### src/rtl/lif_neuron.sv
// rtl/lif_neuron.sv - leaky integrate-and-fire neuron with refractory period and post-spike trace
module lif_neuron #(
    parameter int ACT_W      = 8,
    parameter int POT_W      = 10,
    parameter int THRESHOLD  = 200,
    parameter int LEAK_SHIFT = 3,
    parameter int REFRACT    = 4,
    parameter int TRACE_W    = 4
) (
    input  logic               clk,
    input  logic               reset,
    input  logic               enable,
    input  logic [ACT_W-1:0]   activation,
    output logic               post_spike,
    output logic [POT_W-1:0]   potential,
    output logic               refractory,
    output logic [TRACE_W-1:0] trace
);

    localparam logic [0:0] INTEG = 1'b0;
    localparam logic [0:0] REFR  = 1'b1;

    localparam logic [POT_W-1:0]   THR       = POT_W'(THRESHOLD);
    localparam logic [3:0]         REFR_LEN  = 4'(REFRACT);
    localparam logic [TRACE_W-1:0] TRACE_MAX = '1;

    logic [0:0]         state;
    logic [3:0]         cnt;
    logic [POT_W-1:0]   leaked;
    logic [POT_W:0]     sum_wide;
    logic [POT_W-1:0]   sum_sat;
    logic               fire;
    logic [TRACE_W-1:0] trace_dec;

    // One spare bit catches overflow so the potential saturates instead of wrapping.
    always_comb begin
        leaked    = potential - (potential >> LEAK_SHIFT);
        sum_wide  = {1'b0, leaked} + {{(POT_W + 1 - ACT_W){1'b0}}, activation};
        sum_sat   = sum_wide[POT_W] ? '1 : sum_wide[POT_W-1:0];
        fire      = (sum_sat >= THR);
        trace_dec = (trace == '0) ? '0 : trace - 1'b1;
    end

    assign refractory = (state == REFR);

    always_ff @(posedge clk or negedge reset) begin
        if (!reset) begin
            state      <= INTEG;
            cnt        <= '0;
            potential  <= '0;
            post_spike <= 1'b0;
            trace      <= '0;
        end else if (!enable) begin
            post_spike <= 1'b0;
        end else if (state == INTEG) begin
            if (fire) begin
                post_spike <= 1'b1;
                potential  <= '0;
                trace      <= TRACE_MAX;
                if (REFRACT > 0) begin
                    state <= REFR;
                    cnt   <= REFR_LEN;
                end
            end else begin
                post_spike <= 1'b0;
                potential  <= sum_sat;
                trace      <= trace_dec;
            end
        end else begin
            post_spike <= 1'b0;
            potential  <= '0;
            trace      <= trace_dec;
            cnt        <= cnt - 1'b1;
            if (cnt == 4'd1) begin
                state <= INTEG;
            end
        end
    end

endmodule

### config.mk
export PLATFORM = sky130hd
export DESIGN_NAME = lif_neuron
export DESIGN_NICKNAME = d
export VERILOG_FILES = /design/src/rtl/lif_neuron.sv
export SDC_FILE = /design/constraint.sdc
export NUM_CORES = 1
export LEC_CHECK = 0
export CAP_MARGIN = 20
export CELL_PAD_IN_SITES_DETAIL_PLACEMENT = 0
export CELL_PAD_IN_SITES_GLOBAL_PLACEMENT = 2
export CORE_MARGIN = 3
export CORE_UTILIZATION = 36
export CTS_BUF_LIST = sky130_fd_sc_hd__clkbuf_8
export DETAILED_ROUTE_END_ITERATION = 8
export PLACE_DENSITY_LB_ADDON = 0.1
export SLEW_MARGIN = 30
export SYNTH_ARGS = -nofsm -noshare
export SYNTH_HDL_FRONTEND = slang
export SYNTH_SLANG_ARGS = --single-unit
### constraint.sdc
create_clock -name clk -period 7.1 [get_ports clk]
set_input_delay 0.71 -clock clk [delete_from_list [all_inputs] [get_ports clk]]
set_output_delay 0.71 -clock clk [all_outputs]
set_load 0.01 [all_outputs]
# == Word level (Yosys, flattened, before mapping) ==
# Cells that the tools add are included.
# word_totals
ff_bits,20
output_inout_bits,16
# op_classes
n_mux,13
n_eq_ne,1
magnitude_cmp,1
reduce_logical,3
n_addsub,4
# op_table
cell,count
$mux W10,3
$mux W4,5
$add A10 B8 Y11,1
$ge A10 B8 Y1 const B,1
$sub A10 B7 Y10,1
$sub A4 B1 Y4 const B,2
$mux W1,5
$eq A4 B1 Y1 const B,1
$logic_not A4 Y1,1
$reduce_and A2 Y1,1
$reduce_bool A2 Y1,1

# == Logic depth before layout (Yosys ltp) ==
# Gate-level depths: netlist of run 1.
# depth
ltp_word,7
ltp_mapped,17
mapped_depth_nobuf,16

# == Worst setup path after synthesis of run 1 ==
# OpenSTA, ideal clock, no wires.
# synth_timing
path_type,register to register
start,register potential[0]
end,register trace[3]
setup_time_ns,0.121
arrival_ns,3.333
setup_slack_ns,3.646
period_less_slack_ns,3.454
stages_incl_launch_ff,17
n_path_buf,2
cell_sequence,dfrtp_1 inv_1 ha_1 inv_1 fa_1 a21o_1 a211oi_1 nor2_1 ha_1 buf_6 a21oi_4 o21ai_1 or3_1 a31oi_1 o2111ai_2 buf_6 a22o_2
# synth_via
elab_chain_cells,6
# synth_lines
element,line_no,source
"start, declared",15,"output logic [POT_W-1:0] potential,"
"start signal, assigned",66,potential <= sum_sat;
$sub A10 B7 Y10,37,leaked = potential - (potential >> LEAK_SHIFT);
$add A10 B8 Y11,38,"sum_wide = {1'b0, leaked} + {{(POT_W + 1 - ACT_W){1'b0}}, activation};"
$mux W10,39,sum_sat = sum_wide[POT_W] ? '1 : sum_wide[POT_W-1:0];
$ge A10 B8 Y1,40,fire = (sum_sat >= THR);
$mux W4,56,if (fire) begin
$mux W4,55,end else if (state == INTEG) begin
"end signal, assigned",67,trace <= trace_dec;
"end signal, assigned",72,trace <= trace_dec;
"end, declared",17,output logic [TRACE_W-1:0] trace
# No other way between the ends.
# A chain may end at the register's enable or synchronous reset.

# == Worst setup path in the final report of run 1 ==
# layout_timing
start,register potential[0]
end,register trace[1]
# Same word-level chain as after synthesis.

==> impl_metrics.env, run 1 <==
export IMPL_syn_instance_count=185
export IMPL_hold_class="input port to async pin"
export IMPL_post_cts_buffers=0
export IMPL_rsz0062_at_grt="false"
export IMPL_yosysUniqueCellTypes=46
export IMPL_syn2layout_area_growth_pct=19.1
export IMPL_crit_path_start="potential[0]"
export IMPL_crit_end="trace[1]"
export IMPL_n_antenna_cell=0
export IMPL_synth_edf_count=0
export IMPL_final_net_count=240
export IMPL_design_core_area_mm2=0.00444
export IMPL_fin_crit_sh=0.583
export IMPL_rows=24
export IMPL_fmax_ghz=0.241
export IMPL_p_per_area_mw_per_mm2=368
export IMPL_syn_num_nets=215
export IMPL_tightest_slew_ns=0.820
export IMPL_crit_type="flip-flop to flip-flop"
export IMPL_max_vdd_ir_drop_v=0.000159
export IMPL_grt_pass1_vias=1362
export IMPL_postRouteAntennaNets=0
export IMPL_place_hpwl_um=3100
export IMPL_place_gp_congestion=0.826
export IMPL_finalWirelength_um=3990
export IMPL_via_per_inst=5.56
export IMPL_cts_tree="yes"
export IMPL_die_w_um=74.3
export IMPL_dr_pass1_iters=4
export IMPL_min_period_ns=4.14
export IMPL_yosysWarnings=0
export IMPL_slew_viol_final=0
export IMPL_ys_flop_type="dfrtp_1"
export IMPL_final_cell_area_mm2=0.00200
export IMPL_die_h_um=74.3
export IMPL_cts_buffers=3
export IMPL_crit_fanout=18
export IMPL_postPlaceCellArea_mm2=0.00195
export IMPL_hold_buffers=0
export IMPL_routedWlPerCell_um=15.3
export IMPL_fin_worst_skew_ns=0.00209
export IMPL_setup_viol=0
export IMPL_async_reset_ff_frac=1.00
export IMPL_io_pins=27
export IMPL_layout_common_cells="25 x clkdlybuf4s50_1, 20 x nor2_1, 20 x dfrtp_1, 17 x ha_1, 14 x nand2_1"
export IMPL_clk_latency_ns=0.25
export IMPL_grt_overflow_total=0
export IMPL_syn_area_per_cell_um2=9.09
export IMPL_grt_util_all_layers=0.157
export IMPL_drv_cap=0
export IMPL_drt_iter0_markers=104
export IMPL_num_vias=1450
export IMPL_status="finished clean"
export IMPL_cts_max_path_buffers=2
export IMPL_grt_first_pass_wirelength_um=6740
export IMPL_worstPathRequired_ns=7.24
export IMPL_grt_max_degree=21
export IMPL_clk_pin_slew_ns=0.08
export IMPL_cp_arrival_ns=4.29
export IMPL_drc=0
export IMPL_slew_headroom=0.453
export IMPL_total_leakage_power_nw=0.842
export IMPL_ctsResizeCount=0
export IMPL_drive_gt1_frac=0.0909
export IMPL_r2r_end="trace[1]"
export IMPL_crit_path_start_kind="flip-flop"
export IMPL_clock_sinks=20
export IMPL_r2r_start="potential[0]"
export IMPL_die_area_mm2=0.00553
export IMPL_synth_seq_cells=20
export IMPL_layout_commonest_cell="clkdlybuf4s50_1"
export IMPL_fin_tns_setup_ns=0
export IMPL_syn_cell_area_mm2=0.00168
export IMPL_r2r_setup_slack_ns=2.96
export IMPL_clockRootBuffer="clkbuf_8"
export IMPL_yosysSeqAreaShare=0.298
export IMPL_cp_end_kind="flip-flop"
export IMPL_hold_viol_final=0
export IMPL_initial_core_util=0.378
export IMPL_cts_htree_levels=1
export IMPL_antenna_found_initial=0
export IMPL_io_buffers=26
export IMPL_reg2reg_depth=15
## state kept, by name, indices dropped and copies added (netlist names)
register and count:
potential 10, cnt 4, trace 4, post_spike 1
refractory 1
## cell type report
type / instances / area [µm²]
inverter: 14 / 52.6
tap: 52 / 65.1
clock buffer: 4 / 55.1
timing repair buffer: 26 / 255
multi-input combinational: 145 / 1070
fill: 437 / 2440
sequential: 20 / 500
## power breakdown
| group | internal (mW) | switching (mW) |
|---|---|---|
| clock | 0.0493 | 0.0382 |
| combinational | 0.208 | 0.261 |
| sequential | 0.144 | 0.0357 |
## how the worst min path moves through the flow
stage	from	end	cells after the start
3_3_place_gp	cnt[1]	cnt[1]	2
5_1_grt	reset	potential[8]	1
4_1_cts	trace[0]	trace[0]	1
2_1_floorplan	reset	cnt[0]	0
6_report	reset	potential[9]	1
3_5_place_dp	trace[0]	trace[0]	1
## cells by family after synthesis
family                   count (synthesis)  share of synthesized area
AO/OA/AOI/OAI                           57                      0.259
AND/OR/NAND/NOR                         53                      0.144
buffers and inverters                   20                     0.0632
flip-flops                              20                      0.298
adder cells (fa/ha/maj)                 19                      0.150
XOR/XNOR                                14                     0.0729
multiplexers                             2                     0.0126
## metal layers
layer  vias to the layer above  routed length, µm  track usage
met5                         -                  0            0
met4                         0                  8       0.0138
met3                         2                151       0.0351
met2                        29               1740        0.233
met1                       697               2090        0.241
li1                        722                  -            -
## per-stage QoR
stage,utilization,setup slack [ns],instances,hold slack [ns],power [mW]
floorplan,-,3.65,185,0.414,0.555
global placement,0.439,3.02,257,0.514,0.641
detailed placement,0.439,2.95,257,0.518,0.653
CTS,0.452,2.95,261,0.535,0.742
global route,0.451,2.62,261,0.420,0.808
finish,0.451,2.96,261,0.407,0.736
## worst max-delay path, stage by stage, from the launching register on
cell,delay [ns]
dfrtp_1,0.39
inv_1,0.08
ha_1,0.18
inv_1,0.06
fa_1,0.41
a21o_1,0.20
a211oi_1,0.28
nor2_1,0.08
ha_1,0.43
a21oi_4,0.25
o21ai_1,0.14
a21oi_1,0.19
xor2_1,0.24
or3_1,0.16
o2111ai_2,0.44
a221o_2,0.49
## cell usage after synthesis (2+ instances only)
cell	n	share of area
a21oi_1	9	0.027
o2111ai_2	2	0.018
fa_1	2	0.024
dfrtp_1	20	0.30
or3_1	3	0.011
buf_6	4	0.027
ha_1	17	0.13
a22o_2	2	0.012
a21boi_0	2	0.0089
a31oi_1	2	0.0074
a21o_2	2	0.010
nand3_1	3	0.0089
a211oi_1	2	0.0089
nand2_1	14	0.031
a221o_2	2	0.013
nor3_1	4	0.012
o31ai_1	3	0.013
o32ai_1	4	0.021
xor2_1	5	0.026
o2bb2ai_1	3	0.016
nor2_1	20	0.045
inv_1	13	0.029
o21ai_0	11	0.033
nor2b_1	2	0.0074
xnor2_1	9	0.047
o21a_1	2	0.0089
nand2b_1	4	0.015
Power figures use the tool's default switching activity.
==> run 2: changes to the inputs <==
--- a/config.mk
+++ b/config.mk
@@ -9,7 +9,7 @@
 export CELL_PAD_IN_SITES_DETAIL_PLACEMENT = 0
 export CELL_PAD_IN_SITES_GLOBAL_PLACEMENT = 2
 export CORE_MARGIN = 3
-export CORE_UTILIZATION = 36
+export CORE_UTILIZATION = 34
 export CTS_BUF_LIST = sky130_fd_sc_hd__clkbuf_8
 export DETAILED_ROUTE_END_ITERATION = 8
 export PLACE_DENSITY_LB_ADDON = 0.1
==> constraint.sdc (replaced) <==
create_clock -name clk -period 3.95 [get_ports clk]
set_input_delay 0.395 -clock clk [delete_from_list [all_inputs] [get_ports clk]]
set_output_delay 0.395 -clock clk [all_outputs]
set_load 0.01 [all_outputs]
==> run 2 against run 1 <==
  * Highest routed layer unchanged
  * Global-route usage fell by 1.5 points
  * Clock power up 130%
  * Worst hold slack worse by 0.33 ns
  * Critical endpoint is now potential[0]
==> impl_metrics.env, run 2 (synthesis results as in run 1) <==
export IMPL_die_area_mm2=0.00583
export IMPL_total_leakage_power_nw=0.893
export IMPL_fin_crit_sh=0.939
export IMPL_clockRootBuffer="clkbuf_8"
export IMPL_reg2reg_depth=17
export IMPL_crit_end="potential[0]"
export IMPL_r2r_setup_slack_ns=0.24
export IMPL_status="finished clean"
export IMPL_crit_path_start_kind="flip-flop"
export IMPL_num_vias=1499
export IMPL_cp_arrival_ns=3.83
export IMPL_grt_max_degree=21
export IMPL_n_antenna_cell=0
export IMPL_drive_gt1_frac=0.161
export IMPL_grt_pass1_vias=1449
export IMPL_crit_path_start="potential[4]"
export IMPL_layout_commonest_cell="clkdlybuf4s50_1"
export IMPL_p_per_area_mw_per_mm2=772
export IMPL_finalWirelength_um=4390
export IMPL_dr_pass1_iters=4
export IMPL_place_hpwl_um=3100
export IMPL_hold_viol_final=0
export IMPL_io_pins=27
export IMPL_die_w_um=76.3
export IMPL_clk_latency_ns=0.26
export IMPL_rows=24
export IMPL_hold_class="input port to async pin"
export IMPL_min_period_ns=3.71
export IMPL_place_gp_congestion=0.782
export IMPL_clock_sinks=20
export IMPL_drc=0
export IMPL_cts_tree="yes"
export IMPL_cts_max_path_buffers=2
export IMPL_drv_cap=0
export IMPL_io_buffers=26
export IMPL_grt_overflow_total=0
export IMPL_max_vdd_ir_drop_v=0.000250
export IMPL_fmax_ghz=0.270
export IMPL_cp_end_kind="flip-flop"
export IMPL_routedWlPerCell_um=15.5
export IMPL_clk_pin_slew_ns=0.08
export IMPL_die_h_um=76.3
export IMPL_top_regs="potential: 10 flops, cnt: 4 flops, trace: 4 flops"
export IMPL_crit_type="flip-flop to flip-flop"
export IMPL_antenna_found_initial=0
export IMPL_setup_viol=0
export IMPL_initial_core_util=0.368
export IMPL_layout_common_cells="25 x clkdlybuf4s50_1, 20 x nor2_1, 19 x dfrtp_1, 16 x ha_1, 14 x nand2_1"
export IMPL_final_net_count=249
export IMPL_fin_hold_ws_ns=0.0741
export IMPL_crit_fanout=5
export IMPL_rsz0062_at_grt="false"
export IMPL_dp_slack_ns=-0.0143
export IMPL_tightest_slew_ns=0.680
export IMPL_postRouteAntennaNets=0
export IMPL_r2r_end="potential[0]"
export IMPL_cts_htree_levels=1
export IMPL_via_per_inst=5.30
export IMPL_grt_util_all_layers=0.141
export IMPL_drt_iter0_markers=95
export IMPL_slew_headroom=0.545
export IMPL_design_core_area_mm2=0.00456
export IMPL_r2r_start="potential[4]"
export IMPL_slew_viol_final=0
export IMPL_syn2layout_area_growth_pct=28.6
export IMPL_regMostFlops="potential"
export IMPL_largest_register_ffs=10
export IMPL_grt_first_pass_wirelength_um=6860
export IMPL_fin_worst_skew_ns=0.00665
export IMPL_cts_buffers=3
export IMPL_setup_ws_ns=0.243
export IMPL_worstPathRequired_ns=4.07
## run 2: cell count changes in the layout (fill, tap and decap cells not counted), sizes merged
cell     delta
buf         +8
bufinv      +1
clkbuf      -1
o2111ai     +1
## run 2: layout make-up
type	instances	area, µm²
fillers	440	2400
multi-input cells	146	1140
flip-flops and latches	20	502
repair buffers	34	319
well taps	65	81.3
inverters	14	52.6
clock buffers	3	41.3
clock inverters	1	30.0
## run 2: worst min path at each step
| stage | start | to | slack (ns) |
|---|---|---|---|
| after floorplan | reset | cnt[0] | 0.1 |
| after global placement | cnt[1] | cnt[1] | 0.51 |
| after detailed placement | cnt[1] | cnt[1] | 0.51 |
| after CTS | cnt[1] | cnt[1] | 0.53 |
| after global routing | reset | potential[8] | 0.1 |
| final | reset | potential[8] | 0.07 |
## run 2: per-stage QoR
stage / setup TNS [ns] / cells / power [mW] / util / instance area [µm²]
floorplan: 0 / 185 / 0.997 / - / 1680
global placement: 0 / 273 / 1.19 / 0.436 / 1990
detailed placement: -0.0143 / 273 / 1.26 / 0.436 / 1990
CTS: 0 / 277 / 1.44 / 0.454 / 2070
global route: 0 / 283 / 1.79 / 0.474 / 2160
finish: 0 / 283 / 1.67 / 0.474 / 2160
## run 2: critical path, stage by stage (launching register included)
cell	delay [ns]
dfrtp_1	0.42
inv_1	0.14
ha_1	0.24
nor2b_1	0.14
o211ai_1	0.15
a21boi_0	0.12
buf_4	0.15
o21ai_0	0.14
nand2b_1	0.07
a21oi_1	0.17
xnor2_1	0.15
ha_1	0.32
a2111oi_0	0.64
o31ai_2	0.20
o2111ai_4	0.17
buf_4	0.18
buf_4	0.10
o22ai_1	0.07
## run 2: timing repair
action	4_1_cts	5_1_grt
hold buffers	0	0
cloned	0	1
pin swaps	0	1
endpoints found under the setup margin	3	15
buffers inserted	0	5
resized for setup	1	10
## run 2: where the power goes
part           switching, mW  internal (mW)
registers             0.0693          0.259
logic                  0.591          0.544
clock network         0.0699          0.135
## run 2: metal layers
metal	track usage	wire length, µm	vias to the layer above
met3	0.0331	147	2
met4	0.0199	8	0
met5	0	0	-
li1	-	-	737
met1	0.201	2190	725
met2	0.222	2040	35
==> run 3: changes to the inputs <==
==> constraint.sdc (replaced) <==
create_clock -name clk -period 4.1 [get_ports clk]
set_input_delay 0.41 -clock clk [delete_from_list [all_inputs] [get_ports clk]]
set_output_delay 0.41 -clock clk [all_outputs]
set_load 0.01 [all_outputs]
==> run 3 against run 2 <==
  * Worst hold slack gained 0.024 ns
  * Clock skew shrank 0.0053 ns
  * Clock-buffer cell count grew 1
  * Largest cell class unchanged
  * Largest power group unchanged
==> impl_metrics.env, run 3 (synthesis results as in run 1) <==
export IMPL_status="finished clean"
export IMPL_n_antenna_cell=0
export IMPL_fmax_ghz=0.264
export IMPL_postPlaceCellArea_mm2=0.00197
export IMPL_design_core_area_mm2=0.00456
export IMPL_cpPeakStageDelay_ns=0.41
export IMPL_min_period_ns=3.79
export IMPL_crit_chain="inv_1 > ha_1 > inv_1 > fa_1 > a21o_1 > a211oi_1 > nor2_1 > ha_2 > a21oi_4 > o21ai_1 > or3_1 > a31oi_2 > o2111ai_4 > a221o_2"
export IMPL_grt_first_pass_wirelength_um=6600
export IMPL_antenna_found_initial=0
export IMPL_layout_commonest_cell="clkdlybuf4s50_1"
export IMPL_slew_viol_final=0
export IMPL_fill_cells=453
export IMPL_postRouteAntennaNets=0
export IMPL_drt_iter0_markers=154
export IMPL_num_vias=1473
export IMPL_clock_sinks=20
export IMPL_cts_max_path_buffers=2
export IMPL_crit_path_start_kind="flip-flop"
export IMPL_grt_max_degree=21
export IMPL_io_pins=27
export IMPL_die_h_um=76.3
export IMPL_cts_buffers=3
export IMPL_clk_latency_ns=0.26
export IMPL_fin_hold_ws_ns=0.0982
export IMPL_cp_arrival_ns=3.94
export IMPL_routedWlPerCell_um=15.2
export IMPL_clockRootBuffer="clkbuf_8"
export IMPL_hold_class="input port to async pin"
export IMPL_die_w_um=76.3
export IMPL_wl_met1_um=2060
export IMPL_fin_worst_skew_ns=0.00136
export IMPL_slowest_stage="fa_1"
export IMPL_critPathBufInv=2
export IMPL_final_net_count=242
export IMPL_slew_headroom=0.542
export IMPL_cts_tree="yes"
export IMPL_final_cell_area_mm2=0.00207
export IMPL_grt_pass1_vias=1356
export IMPL_place_inst=270
export IMPL_finalWirelength_um=4200
export IMPL_fin_crit_sh=0.925
export IMPL_layout_common_cells="25 x clkdlybuf4s50_1, 20 x nor2_1, 20 x dfrtp_1, 16 x ha_1, 14 x nand2_1"
export IMPL_worstPathRequired_ns=4.24
export IMPL_top_regs="potential: 10 flops, cnt: 4 flops, trace: 4 flops"
export IMPL_largest_register_ffs=10
export IMPL_io_buffers=26
export IMPL_place_hpwl_um=3040
export IMPL_critPathMostFrequentCell="inv_1"
export IMPL_drv_cap=0
export IMPL_rows=24
export IMPL_max_vdd_ir_drop_v=0.000223
export IMPL_rsz0062_at_grt="false"
export IMPL_grt_overflow_total=0
export IMPL_total_leakage_power_nw=0.851
export IMPL_drive_gt1_frac=0.118
export IMPL_die_area_mm2=0.00583
export IMPL_cts_htree_levels=1
export IMPL_initial_core_util=0.368
export IMPL_wl_met3_um=240
export IMPL_wl_met2_um=1890
export IMPL_tightest_slew_ns=0.682
export IMPL_via_per_inst=5.34
export IMPL_fin_cells=276
export IMPL_crit_family="compound AO/OA/AOI/OAI gates"
export IMPL_drc=0
export IMPL_setup_viol=0
export IMPL_cp_end_kind="flip-flop"
export IMPL_dr_pass1_iters=4
export IMPL_highest_layer="met4"
export IMPL_p_per_area_mw_per_mm2=678
export IMPL_hold_viol_final=0
export IMPL_syn2layout_area_growth_pct=23.2
export IMPL_regMostFlops="potential"
export IMPL_crit_type="flip-flop to flip-flop"
export IMPL_clk_pin_slew_ns=0.07
export IMPL_grt_util_all_layers=0.137
export IMPL_hold_buffers=0
export IMPL_crit_fanout=9
export IMPL_place_gp_congestion=0.793
==> run 3: cell count changes in the layout (fill, tap and decap cells not counted), sizes merged <==
| cell | previous run | this run |
|---|---|---|
| clkbuf | 3 | 4 |
| buf | 9 | 2 |
| bufinv | 1 | 0 |
==> run 3: cell type report <==
type	instances	area [µm²]	area share
Multi-Input combinational cell	146	1120	0.540
Clock buffer	4	55.1	0.0266
Tap cell	65	81.3	0.0393
Timing Repair Buffer	27	263	0.127
Inverter	14	52.6	0.0254
Sequential cell	20	500	0.242
==> run 3: power by group <==
part	internal, mW	switching [mW]	leakage (nW)	total (mW)
Clock	0.0854	0.0634	0.0288	0.149
Combinational	0.417	0.525	0.568	0.942
Sequential	0.250	0.0651	0.255	0.315
==> run 3: metal layers <==
layer | vias up | global-route usage
li1 | 725 | -
met1 | 698 | 0.208
met2 | 48 | 0.202
met3 | 2 | 0.0307
met4 | 0 | 0.0163
met5 | - | 0
==> run 3: worst reg2reg max path, cell delays in order (launching register included) <==
cell and delay, ns:
dfrtp_1 0.39, inv_1 0.08, ha_1 0.18, inv_1 0.06, fa_1 0.41, a21o_1 0.19
a211oi_1 0.25, nor2_1 0.08, ha_2 0.35, a21oi_4 0.23, o21ai_1 0.13, or3_1 0.34
a31oi_2 0.34, o2111ai_4 0.24, a221o_2 0.42
==> run 3: repair_timing <==
action / CTS / global route
setup buffers: 0 / 1
setup endpoints to repair: 4 / 14
cloned: 0 / 1
pin swaps: 0 / 0
resized for setup: 1 / 4
==> run 3: stage by stage <==
stage	setup TNS (ns)	util	total power [mW]	setup WS, ns
finish	0	0.454	1.41	0.307
global route	0	0.454	1.52	0.0118
CTS	0	0.446	1.31	0.113
detailed placement	-0.0595	0.431	2.40	-0.0311
global placement	0	0.431	1.16	0.00496
floorplan	0	-	0.961	0.646
==> run 3: worst paths after layout <==
path,startpoint,to,slack [ns],cells past startpoint
worst max-delay path,potential[0],trace[1],0.31,14
worst min-delay path,reset,potential[8],0.1,1
worst max register to register,potential[0],trace[1],0.31,14
worst min register to register,cnt[1],cnt[1],0.53,2
max in group asynchronous,reset,potential[3],3.68,1
min in group clk,cnt[1],cnt[1],0.53,2
